==> src/rtl/core_pkg.sv <==
// Shared types and defaults for the core's pipeline control logic.
package core_pkg;

  typedef logic [4:0] reg_t;

  typedef enum logic {
    RUN,
    MDU_WAIT
  } hcu_state_t;

  localparam int MDU_MAX_CYC_DEFAULT = 64;

endpackage

==> src/rtl/sat_counter.sv <==
// Up-counter that sticks at all-ones instead of wrapping; async clear.
module sat_counter #(
  parameter int W = 16
) (
  input  logic         clk,
  input  logic         clr,
  input  logic         en,
  output logic [W-1:0] count
);

  // Count enabled cycles, holding once the maximum value is reached
  always_ff @(posedge clk or posedge clr) begin
    if (clr) begin
      count <= '0;
    end else if (en && (count != '1)) begin
      count <= count + 1'b1;
    end
  end

endmodule

==> src/rtl/hazard_control_unit.sv <==
// Pipeline sequencer: load-use stalls, MDU and data-memory wait states,
// and wrong-path flushing on taken branches.
module hazard_control_unit
  import core_pkg::*;
#(
  parameter int CNT_W       = 16,
  parameter int MDU_MAX_CYC = MDU_MAX_CYC_DEFAULT
) (
  input  logic             i_clk,
  input  logic             i_rst,
  input  reg_t             i_ID_rnum1,
  input  reg_t             i_ID_rnum2,
  input  logic             i_ID_use_rs1,
  input  logic             i_ID_use_rs2,
  input  reg_t             i_EX_wnum,
  input  logic             i_EX_wen,
  input  logic             i_EX_memRead,
  input  logic             i_EX_mdu_op,
  input  logic             i_EX_branch_taken,
  input  logic             i_mdu_done,
  input  logic             i_MEM_memAccess,
  input  logic             i_dmem_ready,
  output logic             o_PC_en,
  output logic             o_pc_redirect,
  output logic             o_IFID_en,
  output logic             o_IDEX_en,
  output logic             o_EXMEM_en,
  output logic             o_MEMWB_en,
  output logic             o_IFID_flush,
  output logic             o_IDEX_flush,
  output logic             o_EXMEM_flush,
  output logic             o_MEMWB_flush,
  output logic             o_mdu_go,
  output logic             o_mdu_timeout,
  output logic [CNT_W-1:0] o_stall_cycles
);

  localparam int MW = $clog2(MDU_MAX_CYC + 1);

  hcu_state_t    state, next_state;
  logic          done_pend, done_pend_nxt;
  logic [MW-1:0] mdu_cnt;
  logic          memwait, loaduse, mdu_finished;

  assign memwait = i_MEM_memAccess & ~i_dmem_ready;
  assign loaduse = i_EX_memRead & i_EX_wen & (i_EX_wnum != '0) &
                   (((i_EX_wnum == i_ID_rnum1) & i_ID_use_rs1) |
                    ((i_EX_wnum == i_ID_rnum2) & i_ID_use_rs2));
  assign mdu_finished = i_mdu_done | done_pend;

  // Priority resolution of stalls, bubbles and redirects for this cycle
  always_comb begin
    o_PC_en       = 1'b1;
    o_pc_redirect = 1'b0;
    o_IFID_en     = 1'b1;
    o_IDEX_en     = 1'b1;
    o_EXMEM_en    = 1'b1;
    o_MEMWB_en    = 1'b1;
    o_IFID_flush  = 1'b0;
    o_IDEX_flush  = 1'b0;
    o_EXMEM_flush = 1'b0;
    o_MEMWB_flush = 1'b0;
    o_mdu_go      = 1'b0;
    next_state    = state;
    done_pend_nxt = done_pend;

    if (memwait) begin
      o_PC_en       = 1'b0;
      o_IFID_en     = 1'b0;
      o_IDEX_en     = 1'b0;
      o_EXMEM_en    = 1'b0;
      o_MEMWB_flush = 1'b1;
      if ((state == MDU_WAIT) && i_mdu_done) begin
        done_pend_nxt = 1'b1;
      end
    end else if ((state == MDU_WAIT) && !mdu_finished) begin
      o_PC_en       = 1'b0;
      o_IFID_en     = 1'b0;
      o_IDEX_en     = 1'b0;
      o_EXMEM_flush = 1'b1;
    end else if (state == MDU_WAIT) begin
      done_pend_nxt = 1'b0;
      next_state    = RUN;
      if (i_EX_branch_taken) begin
        o_pc_redirect = 1'b1;
        o_IFID_flush  = 1'b1;
        o_IDEX_flush  = 1'b1;
      end
    end else if (i_EX_mdu_op) begin
      o_mdu_go      = 1'b1;
      o_PC_en       = 1'b0;
      o_IFID_en     = 1'b0;
      o_IDEX_en     = 1'b0;
      o_EXMEM_flush = 1'b1;
      next_state    = MDU_WAIT;
    end else if (i_EX_branch_taken) begin
      o_pc_redirect = 1'b1;
      o_IFID_flush  = 1'b1;
      o_IDEX_flush  = 1'b1;
    end else if (loaduse) begin
      o_PC_en      = 1'b0;
      o_IFID_en    = 1'b0;
      o_IDEX_flush = 1'b1;
    end
  end

  // FSM state and the remembered early MDU completion
  always_ff @(posedge i_clk or posedge i_rst) begin
    if (i_rst) begin
      state     <= RUN;
      done_pend <= 1'b0;
    end else begin
      state     <= next_state;
      done_pend <= done_pend_nxt;
    end
  end

  // MDU wait-length counter, restarted on each new MDU operation
  always_ff @(posedge i_clk or posedge i_rst) begin
    if (i_rst) begin
      mdu_cnt <= '0;
    end else if ((state == RUN) && (next_state == MDU_WAIT)) begin
      mdu_cnt <= '0;
    end else if ((state == MDU_WAIT) && (int'(mdu_cnt) < MDU_MAX_CYC)) begin
      mdu_cnt <= mdu_cnt + 1'b1;
    end
  end

  // Sticky timeout flag, raised as the wait counter reaches its limit
  always_ff @(posedge i_clk or posedge i_rst) begin
    if (i_rst) begin
      o_mdu_timeout <= 1'b0;
    end else if ((state == MDU_WAIT) && (int'(mdu_cnt) + 1 >= MDU_MAX_CYC)) begin
      o_mdu_timeout <= 1'b1;
    end
  end

  sat_counter #(
    .W(CNT_W)
  ) u_stall_cnt (
    .clk  (i_clk),
    .clr  (i_rst),
    .en   (~o_PC_en),
    .count(o_stall_cycles)
  );

endmodule

==> config.mk <==
export PLATFORM = sky130hd
export DESIGN_NAME = hazard_control_unit
export DESIGN_NICKNAME = d
export VERILOG_FILES = /design/src/rtl/core_pkg.sv /design/src/rtl/sat_counter.sv /design/src/rtl/hazard_control_unit.sv
export SDC_FILE = /design/constraint.sdc
export NUM_CORES = 1
export LEC_CHECK = 0
export BUFFER_PORTS_ARGS = -buffer_cell sky130_fd_sc_hd__buf_2
export CAP_MARGIN = 20
export CORE_MARGIN = 5
export CORE_UTILIZATION = 50
export CTS_CLUSTER_SIZE = 40
export DETAILED_ROUTE_END_ITERATION = 8
export PLACE_DENSITY = 0.8
export SYNTH_ARGS = -nofsm -noshare
export SYNTH_HDL_FRONTEND = slang
export SYNTH_SLANG_ARGS = --single-unit
==> constraint.sdc <==
create_clock -name i_clk -period 3.9 [get_ports i_clk]
set_clock_uncertainty 0.2 [all_clocks]
set_input_delay 0.39 -clock i_clk [delete_from_list [all_inputs] [get_ports i_clk]]
set_output_delay 0.39 -clock i_clk [all_outputs]
set_load 0.1 [all_outputs]
* Word level (Yosys, flattened, before mapping)
Cells that the tools add are included.
W data, S select, Z words.
** Cells by class
- Eq/ne operators :: 5
- Order comparisons :: 2
- Shifts and indexed selects :: 0
- Bitwise gates (word level) :: 11
- $add $sub $neg :: 3
- Mux-type cells :: 37
- Reduce and logical (&&, ||, !) cells :: 11
- Div/mod/pow operators :: 0
- Multiply operators :: 0
** Operators by type and width (number)
- $mux W1 :: 35
- $add A16 B1 Y16 const B :: 1
- $ne A16 B16 Y1 const B :: 1
- $mux W7 :: 2
- $eq A5 B5 Y1 :: 2
- $add A7 B1 Y8 const B :: 1
- $ge A8 B7 Y1 const B :: 1
- $add A7 B1 Y7 const B :: 1
- $lt A7 B7 Y1 const B :: 1
- $and A1 B1 Y1 :: 6
- $logic_and A1 B1 Y1 :: 6
- $reduce_bool A5 Y1 :: 1
- $reduce_bool A2 Y1 :: 2
- $not A1 Y1 :: 3
- $reduce_and A3 Y1 :: 1
- $ne A2 B1 Y1 const B :: 1
- $ne A2 B2 Y1 const B :: 1
- $or A1 B1 Y1 :: 2
- $logic_not A1 Y1 :: 1
** Word-level totals
- Input port bits :: 26
- Logic and storage cells :: 74
- Bits in writable memories :: 0
- Bits in read-only memories :: 0
- Memories :: 0
- Bits in latches :: 0
- Register bits :: 26

* Depth between registers and ports, before layout
Gate-level depths: netlist (run 1).
- Word-level depth :: 12
- Depth in mapped cells :: 7

* Hierarchy
A second synthesis (run 1) with hierarchy kept.
** Unflattened totals
- Cell total of the unflattened synthesis :: 151
- Area total of the unflattened synthesis :: 1526.5 um^2
** By module, submodules not included
- sat_counter :: area each 802.0 um^2, times used 1, cells an instance 68
- hazard_control_unit :: area each 724.4 um^2, times used 1, cells an instance 83

* Worst setup path before layout (run 1)
No wires, ideal clock.
- Path type :: input to register
- Start :: input port i_dmem_ready
- End :: register mdu_cnt[6]
- Stages :: 4
- Setup time :: 0.264 ns
- Arrival :: 4.950 ns
- Setup slack :: -1.514 ns
- Cells stage by stage :: nand2b_1 -> inv_1 -> nor3b_1 -> o21ai_0
** On the way
- Word-level cells in the longest chain between the ends :: 5
- Elaborated cells between the ends (all ways) :: 6
- Those cells by class :: mux (2); bitwise (2); reduce/logical (2)
** Ends and longest elaborated chain
- start, declared :: RTL line hazard_control_unit.sv:22 : input logic i_dmem_ready,
- $not A1 Y1 * :: RTL line hazard_control_unit.sv:45 : assign memwait = i_MEM_memAccess & ~i_dmem_ready;
- $and A1 B1 Y1 * :: RTL line hazard_control_unit.sv:45
- $mux W1 * :: RTL line hazard_control_unit.sv:67 : if (memwait) begin
- $logic_and A1 B1 Y1 * :: RTL line hazard_control_unit.sv:122 : end else if ((state == RUN) && (next_state == MDU_WAIT)) begin
- $mux W7 / $reduce_bool A2 Y1 (equally long branches)
- end signal, assigned :: RTL line hazard_control_unit.sv:125 : mdu_cnt <= mdu_cnt + 1'b1;
- end, declared :: RTL line hazard_control_unit.sv:42 : logic [MW-1:0] mdu_cnt;
Every way passes the cells marked *; elsewhere a longest branch is shown, timed or not.
A chain may end at the register's enable or synchronous reset.

* Final worst setup path (run 1)
- Start :: register state
- End :: output port o_IFID_en
** On the way
- Word-level cells in the longest chain between the ends :: 3
- Elaborated cells between the ends (all ways) :: 4
- Those cells by class :: mux (3); reduce/logical (1)
** Ends and longest elaborated chain
- start, declared :: RTL line hazard_control_unit.sv:40 : hcu_state_t state, next_state;
- start signal, assigned :: RTL line hazard_control_unit.sv:113 : state <= next_state;
- $mux W1 / $logic_and A1 B1 Y1 (equally long branches) :: RTL line hazard_control_unit.sv:81, hazard_control_unit.sv:76
- $mux W1 * :: RTL line hazard_control_unit.sv:76 : end else if ((state == MDU_WAIT) && !mdu_finished) begin
- $mux W1 * :: RTL line hazard_control_unit.sv:67
- end, declared :: RTL line hazard_control_unit.sv:25 : output logic o_IFID_en,
Marks and branches as above.

==> results of run 1 <==
power by group through the flow:
| stage | combinational, µW | sequential [µW] | clock [µW] |
|---|---|---|---|
| 2_1_floorplan | 327 | 850 | 0 |
| 3_3_place_gp | 850 | 447 | 0 |
| 3_5_place_dp | 863 | 456 | 0 |
| 4_1_cts | 866 | 450 | 188 |
| 5_1_grt | 905 | 467 | 201 |
| 6_report | 863 | 451 | 185 |
synth_stat cells:
master and n:
dfrtp_1 26, nor2_1 18, xor2_1 16, nand2_1 14
xnor2_1 12, nand3_1 9, nand4_1 8, nor3_1 8
inv_1 5, o21ai_0 4, a21oi_1 3, buf_4 3
ha_1 3, nor4b_1 3, a31o_2 2, and3_1 2
mux2i_1 2, nor2_2 2, a21boi_4 1, a2bb2oi_1 1
and2_0 1, and2_2 1, buf_2 1, buf_6 1
clkbuf_1 1, conb_1 1, mux2_4 1, nand2b_1 1
nor2b_1 1, nor3b_1 1, nor4_1 1, nor4b_2 1
o22ai_1 1, o31ai_1 1, or3_1 1, or4_1 1
registers in the layout, summed over array words and instances, names as in the netlist:
signal and flops:
u_stall_cnt.count 16, done_pend 1, o_mdu_timeout 1, mdu_cnt 7, state 1
area by class of cell:
class	count	area (µm²)	area share, %
clock inverters	1	30.0	1.61
multi-input cells	121	805	43.2
inverters	5	18.8	1.01
repair buffers	54	298	16.0
flip-flops and latches	26	651	34.9
well taps	31	38.8	2.08
clock buffers	3	22.5	1.21
kinds of logic (layout without fill, tap and decap cells):
| logic type | count (synthesis) | in the layout | synth area share [%] |
|---|---|---|---|
| other cells | 1 | 1 | 0.250 |
| buf+inv | 11 | 63 | 4.08 |
| fa+ha+maj | 3 | 3 | 2.50 |
| compound gates | 13 | 13 | 6.25 |
| xor+xnor | 28 | 28 | 16.3 |
| simple gates | 73 | 73 | 25.0 |
| mux | 3 | 3 | 2.33 |
| flops | 26 | 26 | 43.3 |
critical path, stage by stage (launching register included):
cell and delay [ns]:
dfrtp_1 0.56, mux2i_1 0.34, and2_2 0.22, a21boi_4 0.43
buf_2 0.52
stage by stage:
| stage | instance area, µm² | util [%] | setup slack, ns |
|---|---|---|---|
| 4_1_cts | 1830 | 64.5 | 0.942 |
| 3_3_place_gp | 1770 | 62.7 | 1.15 |
| 6_report | 1860 | 65.9 | 0.925 |
| 5_1_grt | 1860 | 65.9 | 0.776 |
| 3_5_place_dp | 1770 | 62.7 | 1.09 |
| 2_1_floorplan | 1520 | - | 0.145 |
metal layers:
metal	vias to the layer above	routed length (µm)
li1	639	-
met1	634	1400
met2	23	1790
met3	4	89
met4	0	27
met5	-	0
timing repair:
item	CTS	global route
hold endpoints to repair	0	7
setup buffers	0	0
hold buffers	0	1
worst paths after layout:
path	from	to	slack [ns]	cells past startpoint
min in group asynchronous	i_rst	u_stall_cnt.count[2]	0.37	3
worst min-delay path	i_mdu_done	done_pend	0.17	3
worst min register to register	o_mdu_timeout	o_mdu_timeout	0.28	1
worst max register to register	state	u_stall_cnt.count[1]	1.61	5
max in group asynchronous	i_rst	mdu_cnt[1]	2.71	4
worst max-delay path	state	o_IFID_en	0.92	4
==> metrics, run 1 <==
status finished clean; Synth area leaders dfrtp_1, xor2_1, xnor2_1; # fillers between 200 and 250; first-pass GRT wire length approximately 5400 µm; Clk pwr share between 10 and 15%; commonest non-fill, non-tap cell in the layout buf_2; register bit count reported by yosys 26; # DRC 0; clock transition at the registers of the reported paths approximately 0.14 ns; Rows 19; Clock Path Buffers 2; sw power 876 µW; die area 4200 µm²; Synth warnings 0; VDD IR-drop max approximately 0.00093 V; commonest cells after routing, fill and taps aside buf_2, dfrtp_1, nor2_1; Post-DP HPWL between 2000 and 3000 µm; routed via count around 1,300; Layout Cells excl Fill between 200 and 250; Worst Path Required 3.31 ns; Die W roughly 65 µm; Die Span Y roughly 65 µm; met2 Track Usage GR just under 30%; final-stage net count 240; crit-path max FO 17; critical path data arrival time roughly 2.4 ns; Power Total about 1500 µW; Tmin final approximately 3.0 ns; antenna violations before repair 0; Pint 624 µW; GP Congestion roughly 0.82; Worst-Margin Slew between 0.4 and 0.5 ns; Slew headroom around 67%; Gate Count Post-Synth 158; Setup Total Neg Slack 0 ns; Post-Synthesis Cell Area 1500 µm²; Cells after DPL ~240; Max Fclk ~0.34 GHz; pwr/cell area about 800 nW/µm²; Hold WC Path Type in2reg; endpoints failing setup 0; Area growth, synth to finish 24.0%; Mean Syn Cell Area ~9.5 µm²; CTS sink cnt 26; post-synthesis sequential area ratio ~43%; htree depth 1; final slew viol count 0; post-synth top area share between 40% and 50%; drt via density ~5.4; Ports 54; Critical Path Source Type register; worst-skew pair later-pin latency approximately 0.32 ns; met3 Use GR under 10%; CORE AREA 2830 µm²; GRT Util Overall between 10% and 20%; Starting Density 53.1%; n_diodes 0; syn nets 187; Critical Setup Path Class reg2out; root buffer cell clkbuf_4; gr busiest metal met2; final hold vios 0; port bufs 52; CTS tree built; share of cells above drive strength 1 between 30% and 40%; met1 usage about a fifth; Detailed Route Iter0 Violations between 80 and 90; largest net degree at the start of global routing 27; Tcrit/Tclk final 76.3%; final antenna-violating net count 0; Net Sw Frac roughly three fifths; CTS Buf Count 3; max-cap viol count 0; Remaining Overflow, GRT 0; routed len/inst between 10 and 15 µm; Worst setup EP type output pin; Comb pwr share roughly 58%; post_cts resized 0; Routed WL about 3300 µm; Min Hold Slack between 0.15 and 0.2 ns; number of global-route vias before repair ~1,200; Pre-Repair DR Iteration Count 4; Lkg Pwr between 0.0008 and 0.0009 µW; area leader, netlist dfrtp_1; Yosys cell types 36; sequential fraction of design power 30.1%; RSZ-0062 raised after global routing false
Note: power is estimated with default switching activity, not from simulation.
==> run 2: changes to the inputs <==
--- a/config.mk
+++ b/config.mk
@@ -8,10 +8,10 @@
 export BUFFER_PORTS_ARGS = -buffer_cell sky130_fd_sc_hd__buf_2
 export CAP_MARGIN = 20
 export CORE_MARGIN = 5
-export CORE_UTILIZATION = 50
+export CORE_UTILIZATION = 49
 export CTS_CLUSTER_SIZE = 40
 export DETAILED_ROUTE_END_ITERATION = 8
-export PLACE_DENSITY = 0.8
+export PLACE_DENSITY = 0.79
 export SYNTH_ARGS = -nofsm -noshare
 export SYNTH_HDL_FRONTEND = slang
 export SYNTH_SLANG_ARGS = --single-unit
==> constraint.sdc (replaced) <==
create_clock -name i_clk -period 2.75 [get_ports i_clk]
set_clock_uncertainty 0.2 [all_clocks]
set_input_delay 0.275 -clock i_clk [delete_from_list [all_inputs] [get_ports i_clk]]
set_output_delay 0.275 -clock i_clk [all_outputs]
set_load 0.1 [all_outputs]
==> run 2 against run 1 <==
Via count down 2.0%. Final area rose by 0.13%. Largest cell class unchanged. Largest power group unchanged. Highest routed layer unchanged. Sequential power is 42% higher.
==> metrics, run 2 (synthesis gave the netlist of run 1 again) <==
CTS tree built; pwr/cell area 1100 nW/µm² (+36%); # fillers 257 (+16%); crit-path max FO 10 (-7); Largest register FFs 16 (unchanged); root buffer cell clkbuf_4; Worst R2R Path Depth 6 (+1); VDD IR-drop max 0.00113 V (+21%); met1 usage 21.6% (+2.4 points); Max Fclk approximately 0.4 GHz; post-CTS setup buffers 0 (unchanged); flop2flop setup slack 0.48 ns (-1.13 ns); final-stage net count 241 (+0.42%); dpl ws 0.407 ns (-0.686 ns); CTS Buf Count 3 (unchanged); met3 Use GR 4.10% (+2.0 points); Routed WL 3280 µm (-0.85%); final hold vios 0 (unchanged); final antenna-violating net count 0 (unchanged); RSZ-0062 raised after global routing false; Rows 20 (+1); antenna violations before repair 0 (unchanged); final slew viol count 0 (unchanged); status finished clean; largest net degree at the start of global routing 27 (unchanged); Worst Path Required 2.28 ns (-1.03 ns); register bank with the most flops u_stall_cnt.count; Ports 54 (unchanged); port bufs 52 (unchanged); Post-DP HPWL 2630 µm (+0.35%); Critical Path Source Type register; share of cells above drive strength 1 33.3% (+1.4 points); # DRC 0 (unchanged); clock transition at the registers of the reported paths 0.13 ns (about the same); Starting Density 50.0% (-3.1 points); die area 4270 µm² (+1.7%); met2 Track Usage GR 28.7% (-0.29 points); final worst slack 0.255 ns (-0.670 ns); htree depth 1 (unchanged); Slew headroom 60.4% (-6.5 points); first-pass GRT wire length 5740 µm (+6.5%); Worst-Margin Slew 0.589 ns (+0.0964 ns); Die Span Y 65.4 µm (+0.86%); Critical Setup Path Class reg2out; Worst Hold End done_pend; number of global-route vias before repair 1,233 (+1.5%); Detailed Route Iter0 Violations 61 (-29%); Hold WC Path Type in2reg; Setup Total Neg Slack 0 ns (unchanged); commonest cells after routing, fill and taps aside buf_2, dfrtp_1, nor2_1; Tcrit/Tclk final slightly above 90%; Lkg Pwr 0.000867 µW (-1.1%); Worst R2R Start state; Pre-Repair DR Iteration Count 4 (unchanged); Remaining Overflow, GRT 0 (unchanged); Area growth, synth to finish 24.1%; CORE AREA 3000 µm² (+6.1%); Clock Path Buffers 2 (unchanged); hold path startpoint i_mdu_done; worst-skew pair later-pin latency 0.32 ns (about the same); routed via count 1,274 (-2.0%); commonest non-fill, non-tap cell in the layout buf_2; GP Congestion 0.789 (-3.3%); Tmin final roughly 2.5 ns; Worst setup EP type output pin; routed len/inst 13.5 µm (-1.7%); CTS sink cnt 26 (unchanged); max-cap viol count 0 (unchanged); endpoints failing setup 0 (unchanged); n_diodes 0 (unchanged); drt via density 5.24 (-2.8%); Die W 65.4 µm (+0.86%); FF-to-FF End u_stall_cnt.count[8]; Hold Path Depth 3 (unchanged); gr busiest metal met2; GRT Util Overall 16.8% (+1.1 points); critical path data arrival time 2.02 ns (-0.37 ns); Largest regs u_stall_cnt.count x16, mdu_cnt x7
==> run 2: cell count changes in the layout (fill, tap and decap cells not counted) <==
| cell | change |
|---|---|
| buf_2 | -2 |
| buf_4 | +2 |
| bufinv_16 | -1 |
| nand2b_1 | -1 |
| inv_1 | -1 |
| buf_12 | +2 |
| o21ai_1 | +1 |
| clkinvlp_4 | +1 |
| buf_16 | -1 |
| dfrtp_2 | +1 |
| o21ai_0 | -1 |
| nand2b_4 | +1 |
| dfrtp_1 | -1 |
==> run 2: routing by layer <==
layer / part of all wire [%] / up-vias
met5: 0 / -
met4: 0.27 / 0
met3: 3.3 / 2
met2: 51 / 22
met1: 45 / 609
li1: - / 641
==> run 2: report_power, final <==
part | leakage [µW] | internal [µW] | switching (µW) | total (µW)
Combinational | 0.000546 | 262 | 984 | 1250
Clock | 0.0000138 | 51.3 | 106 | 157
Sequential | 0.000308 | 493 | 147 | 641
==> run 2: worst max-delay path: stages (launching register included) <==
cell and delay, ns:
dfrtp_2 0.51, mux2i_1 0.37, and2_2 0.23, a21boi_4 0.37, buf_12 0.23
==> run 2: layout make-up <==
cell class | count | area (µm²) | share of cell area, %
Tap cell | 33 | 41.3 | 2.21
Sequential cell | 26 | 652 | 34.9
Inverter | 5 | 22.5 | 1.21
Clock buffer | 3 | 22.5 | 1.21
Multi-Input combinational cell | 121 | 812 | 43.5
Timing Repair Buffer | 55 | 315 | 16.9
==> run 2: what timing repair did <==
item,in CTS,in global routing
resized for setup,0,1
endpoints found under the setup margin,0,2
hold buffers,1,0
endpoints found under the hold margin,26,0
==> run 2: worst max-delay path by stage <==
| stage | start | end | cells after the start |
|---|---|---|---|
| 2_1_floorplan | i_dmem_ready | o_mdu_go | 3 |
| 3_3_place_gp | state | u_stall_cnt.count[8] | 6 |
| 3_5_place_dp | state | u_stall_cnt.count[8] | 6 |
| 4_1_cts | state | o_PC_en | 4 |
| 5_1_grt | state | o_IFID_en | 4 |
| 6_report | state | o_PC_en | 4 |
==> run 2: through the flow <==
step,util (%),instances,instance area [µm²],total power (µW),hold slack (ns)
floorplan,-,158,1530,1670,0.115
global placement,61.0,239,1830,1880,0.143
detailed placement,61.0,239,1830,1900,0.146
CTS,62.1,243,1860,2060,0.0391
global route,62.1,243,1870,2160,0.0502
finish,62.1,243,1870,2040,0.0500
